==> config.mk <==
export PLATFORM = sky130hd
export DESIGN_NAME = id_hazard_controller
export DESIGN_NICKNAME = d
export VERILOG_FILES = /design/src/rtl/id_hazard_controller.sv
export SDC_FILE = /design/constraint.sdc
export NUM_CORES = 1
export LEC_CHECK = 0
export ABC_AREA = 1
export CORE_ASPECT_RATIO = 0.75
export CORE_MARGIN = 2
export CORE_UTILIZATION = 40
export DETAILED_ROUTE_END_ITERATION = 6
export GPL_ROUTABILITY_DRIVEN = 0
export PLACE_DENSITY = 0.64
export SYNTH_ARGS = -nofsm -noshare
export SYNTH_HDL_FRONTEND = slang
export SYNTH_SLANG_ARGS = --single-unit
==> constraint.sdc <==
create_clock -name clk -period 1.7 [get_ports clk]
set_input_delay 0.34 -clock clk [delete_from_list [all_inputs] [get_ports clk]]
set_output_delay 0.34 -clock clk [all_outputs]
set_load 0.03 [all_outputs]
==> src/rtl/id_hazard_controller.sv <==
// ID-stage hazard and flush controller: RAW scoreboard over EX/MEM/WB,
// bubble insertion into ID/EX, and multi-cycle exception/ERET flush sequencing.
module id_hazard_controller #(
    parameter bit FORWARDING   = 1'b1,
    parameter int FLUSH_CYCLES = 1,
    parameter int CNT_W        = 16
) (
    input  logic             clk,
    input  logic             rst,
    input  logic             cpu_en,
    input  logic             id_valid,
    input  logic [4:0]       id_rs,
    input  logic [4:0]       id_rt,
    input  logic             id_useRs,
    input  logic             id_useRt,
    input  logic [4:0]       id_wrAddr,
    input  logic             id_wrEn,
    input  logic             id_isLoad,
    input  logic             exc_req,
    input  logic             eret_req,
    output logic             id_shouldStall,
    output logic             pc_hold,
    output logic             exceptClear,
    output logic             eret_clearSignal,
    output logic [CNT_W-1:0] stall_count
);

    typedef enum logic [1:0] {IDLE, EXC_FLUSH, ERET_FLUSH} state_t;

    typedef struct packed {
        logic       valid;
        logic [4:0] addr;
        logic       load;
    } sb_t;

    localparam logic [3:0] RELOAD = 4'(FLUSH_CYCLES - 1);
    localparam bit MULTI = (FLUSH_CYCLES > 1);

    state_t     state, state_n;
    logic [3:0] cnt, cnt_n;
    sb_t        sb0, sb1, sb2;
    sb_t        issue_e;
    logic       idle, hit, hit_ex, hit_mem, stall_raw, issue;

    function automatic logic src_hit(sb_t e, logic [4:0] src, logic used);
        return used && src != 5'd0 && e.valid && e.addr == src;
    endfunction

    always_comb begin
        hit_ex  = src_hit(sb0, id_rs, id_useRs) | src_hit(sb0, id_rt, id_useRt);
        hit_mem = src_hit(sb1, id_rs, id_useRs) | src_hit(sb1, id_rt, id_useRt);
        hit     = FORWARDING ? (hit_ex & sb0.load) : (hit_ex | hit_mem);
        idle    = (state == IDLE);
        stall_raw = id_valid & hit & idle & ~exc_req & ~eret_req;
        issue   = id_valid & id_wrEn & (id_wrAddr != 5'd0) & ~stall_raw
                & idle & ~exc_req & ~eret_req;
        issue_e = '{valid: issue, addr: id_wrAddr, load: id_isLoad};
    end

    // Outputs are forced low during reset even if request pulses arrive.
    always_comb begin
        id_shouldStall   = ~rst & stall_raw;
        pc_hold          = ~rst & stall_raw;
        exceptClear      = ~rst & (exc_req | state == EXC_FLUSH);
        eret_clearSignal = ~rst & ((eret_req & ~exc_req & state != EXC_FLUSH)
                         | state == ERET_FLUSH);
    end

    always_comb begin
        state_n = state;
        cnt_n   = cnt;
        if (exc_req) begin
            state_n = MULTI ? EXC_FLUSH : IDLE;
            cnt_n   = RELOAD;
        end else if (state == EXC_FLUSH) begin
            if (cnt <= 4'd1) state_n = IDLE;
            cnt_n = cnt - 4'd1;
        end else if (eret_req) begin
            state_n = MULTI ? ERET_FLUSH : IDLE;
            cnt_n   = RELOAD;
        end else if (state == ERET_FLUSH) begin
            if (cnt <= 4'd1) state_n = IDLE;
            cnt_n = cnt - 4'd1;
        end
    end

    always_ff @(posedge clk) begin
        if (rst) begin
            state       <= IDLE;
            cnt         <= '0;
            sb0         <= '0;
            sb1         <= '0;
            sb2         <= '0;
            stall_count <= '0;
        end else if (cpu_en) begin
            state <= state_n;
            cnt   <= cnt_n;
            sb2   <= sb1;
            sb1   <= sb0;
            sb0   <= issue_e;
            if (stall_raw && !(&stall_count))
                stall_count <= stall_count + 1'b1;
        end
    end

endmodule
# Word-level counts from Yosys, hierarchy flattened
# Cells that the tools add are included.
classes:
  mux: 9
  n_lt_le_gt_ge: 1
  addsub: 2
  n_reduce_logical: 16
  bitwise: 23
  eq_ne: 5
ops:
  columns: ["op", "n"]
  rows:
  - ["adder 16 x 1 -> 16 bit (second input constant)", 1]
  - ["bitwise AND 1 bit", 16]
  - ["2-to-1 mux 4 bit", 4]
  - ["AND reduction 16 bit", 1]
  - ["nonzero test 5 bit", 3]
  - ["== test 5 bit", 2]
  - ["2-to-1 mux 2 bit", 5]
  - ["logical AND 1 bit", 7]
  - ["<= comparator 4 x 1 -> 1 bit (second input constant)", 1]
  - ["NOT 1 bit", 4]
  - ["AND reduction 2 bit", 2]
  - ["nonzero test 4 bit", 1]
  - ["subtractor 4 x 1 -> 4 bit (second input constant)", 1]
  - ["OR 1 bit", 3]
  - ["== test 2 x 1 -> 1 bit (second input constant)", 1]
  - ["== test 2 bit (second input constant)", 1]
  - ["zero test 2 bit", 1]
  - ["inequality test 2 x 1 -> 1 bit (second input constant)", 1]
  - ["zero test 1 bit", 1]
totals:
  in_bits: 25
  output_inout_bits: 20
  wordCells: 62
  regBits: 29

# Longest topological paths before layout
logic_depth:
  depth_word: 15
  depth_mapped: 13
  depth_no_buf: 13

# Worst setup path after synthesis
# Ideal clock, no wire load.
synth_timing:
  kind: "flip-flop to output port"
  startpoint: "reg state[0]"
  endpoint: "out pc_hold"
  slack_ns: -0.278
  arrival_time_ns: 1.638
  n_path_buf: 1
  required_time_ns: 1.360
  stages_incl_launch_ff: 8
  cell_sequence: "dfxtp_1 > inv_1 > ha_1 > nand3_1 > nor2_4 > nand2_1 > nor2_1 > buf_4"
synth_via:
  elab_chain_len: 5
synth_rtl:
  columns: ["item", "line_no", "text"]
  rows:
  - ["from (decl)", "39", "state_t state, state_n;"]
  - ["from (signal assigned)", "96", "state <= state_n;"]
  - ["zero test 2 bit", "53", "idle = (state == IDLE);"]
  - ["bitwise AND 1 bit (3 in a row)", "54", "stall_raw = id_valid & hit & idle & ~exc_req & ~eret_req;"]
  - ["bitwise AND 1 bit", null, null]
  - ["to (decl)", "22", "output logic pc_hold,"]
# Every way passes these cells.

# Worst setup path in the final report
layout_timing:
  startpoint: "reg sb0[2] (netlist name)"
  endpoint: "out pc_hold"
layout_via:
  elab_chain_len: 9
  word_cells_on_any_way: 11
  classes_between: "2 x eq/ne; 7 x bitwise; 2 x reduce/logical"
layout_rtl:
  columns: ["item", "line_no", "text"]
  rows:
  - ["from (decl)", "41", "sb_t sb0, sb1, sb2;"]
  - ["from (signal assigned)", "100", "sb0 <= issue_e;"]
  - ["== test 5 bit", "46", "return used && src != 5'd0 && e.valid && e.addr == src;"]
  - ["logical AND 1 bit", "46", null]
  - ["OR 1 bit *", "50", "hit_ex = src_hit(sb0, id_rs, id_useRs) | src_hit(sb0, id_rt, id_useRt);"]
  - ["bitwise AND 1 bit *", "52", "hit = FORWARDING ? (hit_ex & sb0.load) : (hit_ex | hit_mem);"]
  - ["bitwise AND 1 bit * (4 in a row)", "54", null]
  - ["bitwise AND 1 bit *", "63", "pc_hold = ~rst & stall_raw;"]
# Every way passes the cells marked *; elsewhere a longest branch is shown, timed or not.

==> impl_results.md <==
* WP data arrival at ~1.5 ns
* RSZ-0062 raised after global routing: yes
* Hold crit path type: flop to flop
* Placed Area at 0.00251 sq mm
* Hold_ws at 0.466 ns
* Global route total overflow at 0
* Most common library cells after synthesis: nand2_1, inv_1, nor2_1, dfxtp_1, nand3_1
* DR vias/cell at 4.57
* Post-Synth XOR/XNOR Area at 1.47%
* Worst hold path stage count at 2
* Largest area contributor in the netlist: dfxtp_1
* Leakage at approximately 1.3 nW
* Area delta synth->final at 54.2%
* Area of the mapped netlist at between 0.0015 and 0.002 sq mm
* Routed length per placed instance at between 10 and 15 um
* Core Region at ~0.0044 sq mm
* First-pass GRT wire length at a little under 7000 um
* DR DRC count at 0
* Root Driver: clkbuf_8
* Ant. Diodes at 0
* Synth Area in Adders at under 10%
* Largest family of logic cells by synthesized area: simple AND/OR/NAND/NOR gates
* Post-synthesis mux area share at 0%
* Die Span Y at about 62 um
* Slew Limit Headroom at 78.7%
* Max-cap violation count at 0
* Share of the yosys chip area belonging to registers at approximately a third
* Post-synth ARST share at 0%
* Peak supply drop at roughly 0.00035 V
* Critical path cell sequence: inv_2 -> nor2_1 -> nor3_2 -> nand3_2 -> nand2_4 -> nand2_4 -> nor2_4 -> buf_6
* Critical path peak fanout at 3
* Syn_nets at 310
* Cell variety after synth at 30
* Vias in the first global route at about 1500
* Outcome: finished, violations left
* Clock Sink Count at 29
* Setup WS post-layout at -0.136 ns
* Critical Path Source Type: flop
* GRT Overall Usage at about 18%
* Post-synthesis compound-gate area fraction at between 10% and 20%
* Clock slew at reported path FFs at around 0.06 ns
* Mean Syn Cell Area at about 6.4 sq um
* Max-slew violations at 0
* Largest net degree at the start of global routing at 23
* IO buf count at 44
* Most common cell in the synthesized netlist: nand2_1
* Worst Skew at between 0.003 and 0.004 ns
* Mapped Cells at ~280
* Top Ports at between 40 and 50
* Synth area leaders: dfxtp_1, nand2_1, inv_1, nor2_1, ha_1
* Fmax at 545 MHz
* DRT iter0 DRCs at 75
* Cells on worst reg2reg path at 14
* Final Instance Area at between 0.002 and 0.003 sq mm
* Most used flip-flop cell after synthesis: dfxtp_1
* Clock Path Buffers at 2
* CP Data Required Time at ~1.4 ns
* Yosys warns at 0
* # rows at 21
* Initial antenna violation count at 0
* Overall die width at a little over 80 um
* Die area at 0.00504 sq mm
* Clk_lat worst skew at roughly 0.28 ns
* Share of cells above drive strength 1 at 28.1%
* # H-tree levels at 2
* Crit end category: output port
* Failing checks: negative setup slack
* # nets final at a little under 400
* TritonCTS clock tree: yes
* Top cell type's share of synthesized area at approximately 32%
* Worst path max stage delay at 0.35 ns
* Pre-antenna DRT Iters at 4
* Antenna Nets Post-Route at 0
* Setup-failing EPs final at 2
* Initial Util at between 40% and 50%
* DP Wirelength at 3270 um
* DR vias at 1902
* Cell Pwr Density at about 540 mW/mm^2
* Critical path type: flop to output port
* EDFF count, synth at 0
* Post-synthesis simple-gate area fraction at 36.4%
* Final min period at roughly 1.8 ns
* Tcrit/Tclk final at 108%
* Critical-path top delay cell: dfxtp_4
* #FFs+latches synth at 29
* Power Total at ~1.5 mW
* CTS buffer count at 5
* Most used cell, CP: nand2_4
* Actual slew at the worst max-slew pin at roughly 0.32 ns
* Post-Route WL at approximately 4500 um
* Final Hold Viols at 0
power breakdown:
part / switching (mW) / leakage, nW / internal, mW
Combinational: 0.118 / 1.05 / 0.126
Clock: 0.251 / 0.0395 / 0.290
Sequential: 0.0164 / 0.239 / 0.696
Total: 0.386 / 1.33 / 1.11
layout by cell type, fill, tap and decap left out, types with 2 or more instances in the layout:
master,count
buf_4,27
nor4_2,2
dlygate4sd2_1,16
clkdlybuf4s50_1,17
ha_2,3
xnor2_1,2
a21oi_1,11
nor3_2,2
nand4_1,8
o21bai_2,4
nand2_1,47
o21bai_4,2
buf_6,6
dfxtp_4,2
nor2_1,42
nor3_1,4
ha_1,3
o21ai_0,9
inv_2,11
inv_1,47
clkbuf_1,3
o21ai_1,6
nand2_4,2
clkbuf_8,5
dfxtp_1,21
nor2_4,3
dlymetal6s2s_1,7
buf_12,3
nor2_2,7
nand2_2,9
nand3_2,4
nand3_1,12
dfxtp_2,6
final cells by class:
class                   instances  area, sq um
fillers                       419         1620
flip-flops and latches         29          596
clock buffers                   8         80.1
multi-input cells             186         1060
well taps                      57         71.3
repair buffers                 76          728
inverters                      60          229
worst max-delay path, delay by kind of cell, from the launching register on:
family                 cells  cell delay, ns
buffers and inverters      2            0.22
flip-flops                 1            0.35
AND/OR/NAND/NOR            6            0.64
per-stage QoR:
stage / setup TNS [ns] / std cells / setup WS [ns] / util, %
floorplan: 0 / 279 / 0.00799 / -
global placement: -4.19 / 400 / -0.345 / 57.2
detailed placement: -5.13 / 400 / -0.392 / 57.2
CTS: -0.276 / 414 / -0.138 / 60.2
global route: -1.25 / 416 / -0.220 / 63.0
finish: -0.272 / 416 / -0.136 / 63.0
kinds of logic (layout without fill, tap and decap cells):
| family | count (synthesis) | count (layout) |
|---|---|---|
| xor gates and xnor gates | 3 | 3 |
| and+or+nand+nor | 143 | 143 |
| DFF | 29 | 29 |
| adders and majority gates | 6 | 6 |
| AOI/OAI and AO/OA | 34 | 34 |
| buffers and inverters | 64 | 144 |
final timing paths:
check	slack, ns	endpoint	start
worst max-delay path	-0.14	pc_hold	sb0[2]
worst min-delay path	0.47	state[0]	state[0]
worst max register to register	0.01	stall_count[12]	sb0[2]
worst min register to register	0.47	state[0]	state[0]
flip-flops by register name, summed over array words and instances, names as in the netlist:
name         flops
sb0              7
cnt              4
state            2
stall_count     16
routing by layer:
metal	wire [um]	global-route usage [%]	vias to the layer above
li1	-	-	1020
met1	2300	25.9	830
met2	1890	25.9	45
met3	266	4.48	7
met4	61	6.54	0
met5	0	0	-
repair_timing:
item	CTS	global route
endpoints found under the hold margin	0	0
gates resized for setup	28	43
setup buffers	6	3
endpoints found under the setup margin	7	24
pin swaps	12	32
hold buffers	0	0
Note: power is estimated with default switching activity, not from simulation.
